<file path="src/rtl/fpga_rst_sequencer.sv">
// ----------------------------------------------------------------------------
// fpga_rst_sequencer
//
// Purpose:
//   Controls the order in which the board-level resets are released for the
//   FPGA SoC. The sequence is:
//     1. Wait for the clock wizard to lock.
//     2. Pulse the DRAM controller reset.
//     3. Wait for DRAM calibration, giving up after a timeout.
//     4. Hold the SoC reset for a fixed window, then release it.
//   A debug soft-reset request re-runs the SoC hold window while the DRAM
//   keeps running. After a calibration error, the same request starts a full
//   retry from the DRAM reset pulse. Losing clock lock in any state aborts the
//   sequence and returns it to WAIT_LOCK.
//
// Parameters:
//   DramRstCycles  number of cycles dram_rst_o stays high per DRAM reset pulse
//   CalibTimeout   maximum number of cycles spent in WAIT_CALIB before ERROR
//   HoldCycles     number of cycles soc_rst_no stays low in HOLD
//   SyncStages     number of synchronizer flops on the two asynchronous inputs
//
// Ports:
//   clk_i              free-running board clock
//   rst_ni             asynchronous active-low reset
//   clk_locked_i       clock wizard lock (asynchronous, synchronized here)
//   dram_calib_done_i  DRAM calibration done (asynchronous, synchronized here)
//   sw_rst_req_i       debug soft-reset request, synchronous level;
//                      the sequencer acts on its rising edge
//   dram_rst_o         active-high DRAM controller reset
//   soc_rst_no         active-low SoC reset, high only in RUN
//   ready_o            high only in RUN
//   calib_err_o        high only in ERROR
//   state_o            current state encoding, for debug probes
// ----------------------------------------------------------------------------
module fpga_rst_sequencer #(
   parameter int unsigned DramRstCycles = 16,
   parameter int unsigned CalibTimeout  = 2**24,
   parameter int unsigned HoldCycles    = 64,
   parameter int unsigned SyncStages    = 2
) (
   input  logic       clk_i,
   input  logic       rst_ni,
   input  logic       clk_locked_i,
   input  logic       dram_calib_done_i,
   input  logic       sw_rst_req_i,
   output logic       dram_rst_o,
   output logic       soc_rst_no,
   output logic       ready_o,
   output logic       calib_err_o,
   output logic [2:0] state_o
);

   // The counter is sized for the longest of the three timed windows.
   localparam int unsigned MaxDramHold = (DramRstCycles > HoldCycles) ? DramRstCycles : HoldCycles;
   localparam int unsigned MaxCycles   = (CalibTimeout > MaxDramHold) ? CalibTimeout : MaxDramHold;
   localparam int unsigned CntW        = $clog2(MaxCycles) + 1;

   // Each timed state is loaded with (length - 1) on entry. The state then
   // lasts until the counter reaches zero, which gives exactly 'length' cycles.
   localparam logic [CntW-1:0] DramLoad  = CntW'(DramRstCycles - 1);
   localparam logic [CntW-1:0] CalibLoad = CntW'(CalibTimeout - 1);
   localparam logic [CntW-1:0] HoldLoad  = CntW'(HoldCycles - 1);
   localparam logic [CntW-1:0] CntOne    = CntW'(1);

   typedef enum logic [2:0] {
      WAIT_LOCK  = 3'd0,
      DRAM_RST   = 3'd1,
      WAIT_CALIB = 3'd2,
      HOLD       = 3'd3,
      RUN        = 3'd4,
      ERROR      = 3'd5
   } state_t;

   state_t                state_reg, state_next;
   logic [CntW-1:0]       cnt_reg, cnt_next;
   logic [SyncStages-1:0] lock_sync_reg;
   logic [SyncStages-1:0] calib_sync_reg;
   logic                  sw_q_reg;
   logic                  dram_rst_reg;
   logic                  soc_rst_n_reg;
   logic                  ready_reg;
   logic                  calib_err_reg;

   logic lock_s;
   logic calib_s;
   logic sw_rise;

   // ------------------------------------------------------------------------
   // Input conditioning: shift-register synchronizers on the asynchronous
   // inputs. A registered copy of the soft-reset level is kept so that its
   // rising edge can be detected.
   // ------------------------------------------------------------------------
   always_ff @(posedge clk_i or negedge rst_ni) begin
      if (!rst_ni) begin
         lock_sync_reg  <= '0;
         calib_sync_reg <= '0;
         sw_q_reg       <= 1'b0;
      end else begin
         lock_sync_reg  <= {lock_sync_reg[SyncStages-2:0], clk_locked_i};
         calib_sync_reg <= {calib_sync_reg[SyncStages-2:0], dram_calib_done_i};
         sw_q_reg       <= sw_rst_req_i;
      end
   end

   assign lock_s  = lock_sync_reg[SyncStages-1];
   assign calib_s = calib_sync_reg[SyncStages-1];
   assign sw_rise = sw_rst_req_i & ~sw_q_reg;

   // ------------------------------------------------------------------------
   // Next-state and counter logic
   // ------------------------------------------------------------------------
   always_comb begin
      state_next = state_reg;
      cnt_next   = cnt_reg;

      // Losing lock overrides everything else. The counter value does not
      // matter here, because every timed state reloads it on entry.
      if (!lock_s && (state_reg != WAIT_LOCK)) begin
         state_next = WAIT_LOCK;
         cnt_next   = '0;
      end else begin
         case (state_reg)
            WAIT_LOCK: begin
               if (lock_s) begin
                  state_next = DRAM_RST;
                  cnt_next   = DramLoad;
               end
            end

            DRAM_RST: begin
               if (cnt_reg == '0) begin
                  state_next = WAIT_CALIB;
                  cnt_next   = CalibLoad;
               end else begin
                  cnt_next = cnt_reg - CntOne;
               end
            end

            WAIT_CALIB: begin
               // Calibration is checked before the timeout, so a completion
               // that arrives on the last allowed cycle still counts.
               if (calib_s) begin
                  state_next = HOLD;
                  cnt_next   = HoldLoad;
               end else if (cnt_reg == '0) begin
                  state_next = ERROR;
                  cnt_next   = '0;
               end else begin
                  cnt_next = cnt_reg - CntOne;
               end
            end

            HOLD: begin
               if (cnt_reg == '0) begin
                  state_next = RUN;
                  cnt_next   = '0;
               end else begin
                  cnt_next = cnt_reg - CntOne;
               end
            end

            RUN: begin
               if (!calib_s) begin
                  state_next = ERROR;
                  cnt_next   = '0;
               end else if (sw_rise) begin
                  // Soft reset: only the SoC is reset, the DRAM keeps running.
                  state_next = HOLD;
                  cnt_next   = HoldLoad;
               end
            end

            ERROR: begin
               // Only an explicit request leaves ERROR. A late calibration
               // is not trusted without a fresh DRAM reset.
               if (sw_rise) begin
                  state_next = DRAM_RST;
                  cnt_next   = DramLoad;
               end
            end

            default: begin
               // Recover from the unused encodings 6 and 7.
               state_next = WAIT_LOCK;
               cnt_next   = '0;
            end
         endcase
      end
   end

   // ------------------------------------------------------------------------
   // State, counter and registered Moore outputs. The outputs are decoded
   // from state_next so that they change on the same edge as state_reg.
   // ------------------------------------------------------------------------
   always_ff @(posedge clk_i or negedge rst_ni) begin
      if (!rst_ni) begin
         state_reg     <= WAIT_LOCK;
         cnt_reg       <= '0;
         dram_rst_reg  <= 1'b1;
         soc_rst_n_reg <= 1'b0;
         ready_reg     <= 1'b0;
         calib_err_reg <= 1'b0;
      end else begin
         state_reg     <= state_next;
         cnt_reg       <= cnt_next;
         dram_rst_reg  <= (state_next == WAIT_LOCK) || (state_next == DRAM_RST);
         soc_rst_n_reg <= (state_next == RUN);
         ready_reg     <= (state_next == RUN);
         calib_err_reg <= (state_next == ERROR);
      end
   end

   assign dram_rst_o  = dram_rst_reg;
   assign soc_rst_no  = soc_rst_n_reg;
   assign ready_o     = ready_reg;
   assign calib_err_o = calib_err_reg;
   assign state_o     = state_reg;

endmodule

</file>
<file path="config.mk">
export PLATFORM = sky130hd
export DESIGN_NAME = fpga_rst_sequencer
export DESIGN_NICKNAME = d
export VERILOG_FILES = /design/src/rtl/fpga_rst_sequencer.sv
export SDC_FILE = /design/constraint.sdc
export NUM_CORES = 1
export LEC_CHECK = 0
export ABC_AREA = 0
export CORE_UTILIZATION = 60
export CTS_BUF_LIST = sky130_fd_sc_hd__clkbuf_8
export CTS_CLUSTER_DIAMETER = 100
export DETAILED_ROUTE_END_ITERATION = 10
export PLACE_DENSITY_LB_ADDON = 0.1
export SYNTH_ARGS = -nofsm -noshare
export SYNTH_HDL_FRONTEND = slang
export SYNTH_SLANG_ARGS = --single-unit
export TNS_END_PERCENT = 50
</file>
<file path="constraint.sdc">
create_clock -name clk_i -period 3.4 [get_ports clk_i]
set_clock_uncertainty 0.2 [all_clocks]
set_input_delay 0.68 -clock clk_i [delete_from_list [all_inputs] [get_ports clk_i]]
set_output_delay 0.68 -clock clk_i [all_outputs]
set_load 0.02 [all_outputs]
</file>
Yosys cells after proc, flatten, opt, wreduce, memory -nomap -nowiden

Index checks and enable logic that the tools add are counted.
W data, S select, Z words.

Multipliers: 0
Add/subtract/negate cells: 1
Bitwise logic cells: 2
Eq/ne operators: 11
Reductions and logical operators: 8
$lt $le $gt $ge: 0
Mux-type cells: 19
Shift operators: 0
Div/mod/pow operators: 0

Operators with widths:

| kind                    | count |
|---|---|
| $mux W25                | 8 |
| $pmux W25 S6            | 1 |
| $mux W3                 | 9 |
| $logic_not A25 Y1       | 1 |
| $sub A25 B1 Y25 const B | 1 |
| $pmux W3 S6             | 1 |
| $eq A3 B3 Y1 const B    | 4 |
| $eq A3 B1 Y1 const B    | 2 |
| $eq A3 B2 Y1 const B    | 2 |
| $logic_not A3 Y1        | 2 |
| $ne A3 B3 Y1 const B    | 2 |
| $ne A4 B4 Y1 const B    | 1 |
| $reduce_and A3 Y1       | 1 |
| $reduce_bool A3 Y1      | 1 |
| $and A1 B1 Y1           | 1 |
| $logic_and A1 B1 Y1     | 1 |
| $logic_not A1 Y1        | 1 |
| $logic_or A1 B1 Y1      | 1 |
| $not A1 Y1              | 1 |

Bits in latches: 0
Word-level logic and storage cells: 49
Bits in read-only memories: 0
Memories kept: 0
Memory bits (writable): 0
Output and inout bits: 7
Bits of input ports: 5
Register bits after elaboration: 36

Longest topological paths before layout

Depth in word-level cells: 8
Mapped depth: 8
Mapped depth without buffers: 7

Least setup slack after synthesis

No wires, ideal clock.

Path type: flip-flop to flip-flop
Start: reg cnt_reg[18]
End: reg cnt_reg[16]
Slack: 888 ps
Arrival time: 2,194 ps
Buffers on the path: 1
Required time: 3,082 ps
Stages on the path, launching flop included: 7
Setup time: 118 ps
Period minus slack after synthesis: 2,512 ps
Cells stage by stage: dfrtp_1 -> or4_4 -> or4_4 -> o41ai_4 -> buf_6 -> nor4_1 -> a21o_1

Longest elaborated chain between the ends: 5
Elaborated cells on any way between the ends: 6
Classes of those cells: mux: 5; reduce/logical: 1

RTL lines:

| element                | line          | RTL |
|---|---|---|
| from (decl)            | 75            | `logic [CntW-1:0] cnt_reg, cnt_next;` |
| from (signal assigned) | 205           | `cnt_reg <= cnt_next;` |
| $logic_not A25 Y1 *    | 131, 145, 154 |  |
| $mux W25               | 145, 154      |  |
| $mux W25               | 142           | `if (calib_s) begin` |
| $pmux W25 S6 *         | 122           | `case (state_reg)` |
| $mux W25 *             | 118           | `if (!lock_s && (state_reg != WAIT_LOCK)) begin` |

Every way passes the cells marked *; elsewhere a longest branch is shown, timed or not.
A chain may end at the register's enable or synchronous reset.

Final worst setup path

Ends and elaborated chain as after synthesis.

==> results.ini <==
[outcome]
outcome=complete, no violations

[cts]
cts_inserted_buffers=5
cts.clk_slew.worst_paths_ps=70
hold_buffers=0
clockBufferDepth=2
clk_latency_ps=300
root_buffer=clkbuf_8
cts_sinks=36
post_cts_resized=0
cts_setup_buffers=0
htree_levels=2
tritoncts=yes

[setup_path]
reg2reg_from=cnt_reg[18]
setup.worst_path.start_class=flop
crit_slowest_cell=or4_4
critical_path_class=reg -> reg
crit_path_end_kind=flop
crit_top_cell=or4_4
cp.arrival_ps=2850
crit_path_max_fanout=10
cp_cell_sequence=or4_4, or4_4, o41ai_4, buf_4, o21ai_0, a21o_1
critPathMaxStageDelay_ps=570
r2r-end=cnt_reg[16]
ff2ff_path_depth=6
ff2ff_setup_slack_ps=550
cp.required_ps=3390

[drt]
dr.pass1.iters=5
drc=0
first_iter_violations=198
wire_per_inst_um=16.6
route.vias.total=1963
via_per_inst=6.63
drtAntennaViolNets=0
routed_wl_um=4910

[placement]
hpwl_um=3380
dp_worst_setup_slack_ps=598
gp_congestion=0.900
portBuffers=11

[cells_and_area]
area.growth.synth_to_final_pct=13.4
largest_reg_flops=25
utilization=0.710
diodes=0
drive_gt1_frac=0.108
fin_nets=255

[power]
swShare=0.497
ir_drop_v=0.000481
power_density_nw_per_um2=1110
power.leakage_nw=0.999
combPwrFrac=0.598
intPower_mw=1.32
switchingPower_mw=1.30
clockPowerShare=0.121
seq_power_share=0.280

[sta]
hold_violations=0
slew_violations=0
setup_viol=0
fin_crit_sh=0.839
finalCriticalPeriod_ps=2850
slew-limit-headroom=0.531
setup_ws_ps=547
rsz0062_at_grt=no
tightest_slew_ps=694
fin_setup_tns_ps=0
fmax_ghz=0.350

[synth]
syn_area_per_cell_um2=9.01
synth_edf_count=0
ys_seq_area_frac=0.432
yosys_register_bits=36
ys_types=49
syn_nets=238
yosys_warnings=0
ys.flop_type=dfrtp_1
ys_async_sr_fraction=1.00
synthesis.instances=232
synth_area_um2=2090

[hold_path]
whs_path_depth=0
min_from=calib_sync_reg[0]
hold_class=reg -> reg
min_to=calib_sync_reg[1]

[global_route]
grt_overflow=0
grtUsageMet1=0.410
grt_pass1_vias=1715
grtUsageMet3=0.0504
gr-usage-all-layers=0.298
antenna_found_initial=0
grt_pass1_wl_um=7910
grt_max_degree=37
grt_use_met2=0.454
busiest_layer=met2

[floorplanning]
start_util=0.626
core_area_um2=3340
design.die.area_um2=3720
die_w_um=61.0
die_y_um=61.0
rows=21
io-pin-count=12

[job]
drv_cap=0

-- worst max-delay path: cells and delay by family (launching register included) --
family                 cells  cell delay [ps]
buffers and inverters      1              260
AOI/OAI and AO/OA          3              790
DFF                        1              450
and+or+nand+nor            2             1050
-- cell families (layout without fill, tap and decap cells) --
| family | Yosys count | in the layout | synth area share |
|---|---|---|---|
| AO/OA/AOI/OAI | 83 | 83 | 0.277 |
| XOR/XNOR | 1 | 1 | 0.00419 |
| adder cells (fa/ha/maj) | 1 | 1 | 0.00599 |
| buffers and inverters | 17 | 35 | 0.0371 |
| flip-flops | 36 | 36 | 0.432 |
| AND/OR/NAND/NOR | 94 | 94 | 0.244 |
-- stage by stage --
step / hold slack [ps] / total power [mW] / instance area [um^2] / instances
floorplan: 131 / 1.87 / 2090 / 232
global placement: 134 / 2.22 / 2280 / 288
detailed placement: 140 / 2.26 / 2280 / 288
CTS: 157 / 2.58 / 2370 / 296
global route: 170 / 2.81 / 2370 / 296
finish: 155 / 2.62 / 2370 / 296
-- metal layers --
layer / vias up / part of all wire
li1: 922 / -
met1: 939 / 0.44
met2: 91 / 0.47
met3: 11 / 0.077
met4: 0 / 0.022
met5: - / 0
-- synthesized netlist by cell type (2+ instances only) --
cell	instances	area share
dfrtp_1	35	0.42
nor2_1	22	0.040
a21oi_1	16	0.038
o21ai_0	14	0.034
nand2_1	13	0.023
nor3_1	12	0.029
a31oi_1	10	0.030
clkbuf_1	7	0.013
nand2b_1	7	0.021
nand3_1	7	0.017
or3_1	7	0.021
inv_1	6	0.011
a21o_1	5	0.018
nor2b_1	5	0.015
nor4_1	5	0.015
o221ai_1	5	0.021
and3_1	4	0.012
o211ai_1	4	0.014
o21a_1	4	0.014
o22ai_1	4	0.012
o41ai_1	4	0.017
nand4_1	3	0.0090
o2bb2ai_1	3	0.013
buf_2	2	0.0048
nor4_2	2	0.012
o31ai_1	2	0.0072
or4_4	2	0.011
-- cells in the final DEF (no fill, tap or decap), drive strengths merged, types with 3 or more instances in the layout --
cell type and instances:
dfrtp 35, nor2 22, a21oi 16, o21ai 15, nand2 13, nor3 12
clkdlybuf4s50 11, a31oi 10, buf 10, nand2b 7, nand3 7, or3 7
nor4 7, inv 6, clkbuf 6, nor2b 5, a21o 5, o221ai 5
o41ai 5, and3 4, o21a 4, o22ai 4, o211ai 4, nand4 3
o2bb2ai 3
-- power groups by stage --
| stage | Clock (mW) | Sequential (mW) | Combinational [mW] |
|---|---|---|---|
| after floorplan | 0 | 0.699 | 1.18 |
| after CTS | 0.323 | 0.727 | 1.53 |
| after global routing | 0.339 | 0.754 | 1.72 |
| after detailed placement | 0 | 0.735 | 1.53 |
| final | 0.317 | 0.735 | 1.57 |
| after global placement | 0 | 0.726 | 1.50 |
-- cell type report --
| class | count | area, um^2 |
|---|---|---|
| tap | 46 | 57.6 |
| multi-input combinational | 179 | 1110 |
| sequential | 36 | 902 |
| clock buffer | 6 | 82.6 |
| timing repair buffer | 21 | 185 |
| inverter | 6 | 22.5 |
| fill | 261 | 967 |
| clock inverter | 2 | 10.0 |
-- worst max path at each step --
stage                            from           to  slack, ps  depth (start not counted)
after floorplan           cnt_reg[18]  cnt_reg[16]        890                          6
after global placement    cnt_reg[18]  cnt_reg[16]        670                          6
after detailed placement  cnt_reg[18]  cnt_reg[16]        600                          6
after CTS                 cnt_reg[18]  cnt_reg[16]        570                          6
after global routing      cnt_reg[18]  cnt_reg[16]        430                          6
final                     cnt_reg[18]  cnt_reg[16]        550                          6
No activity file was read; power rests on OpenSTA's default activity.
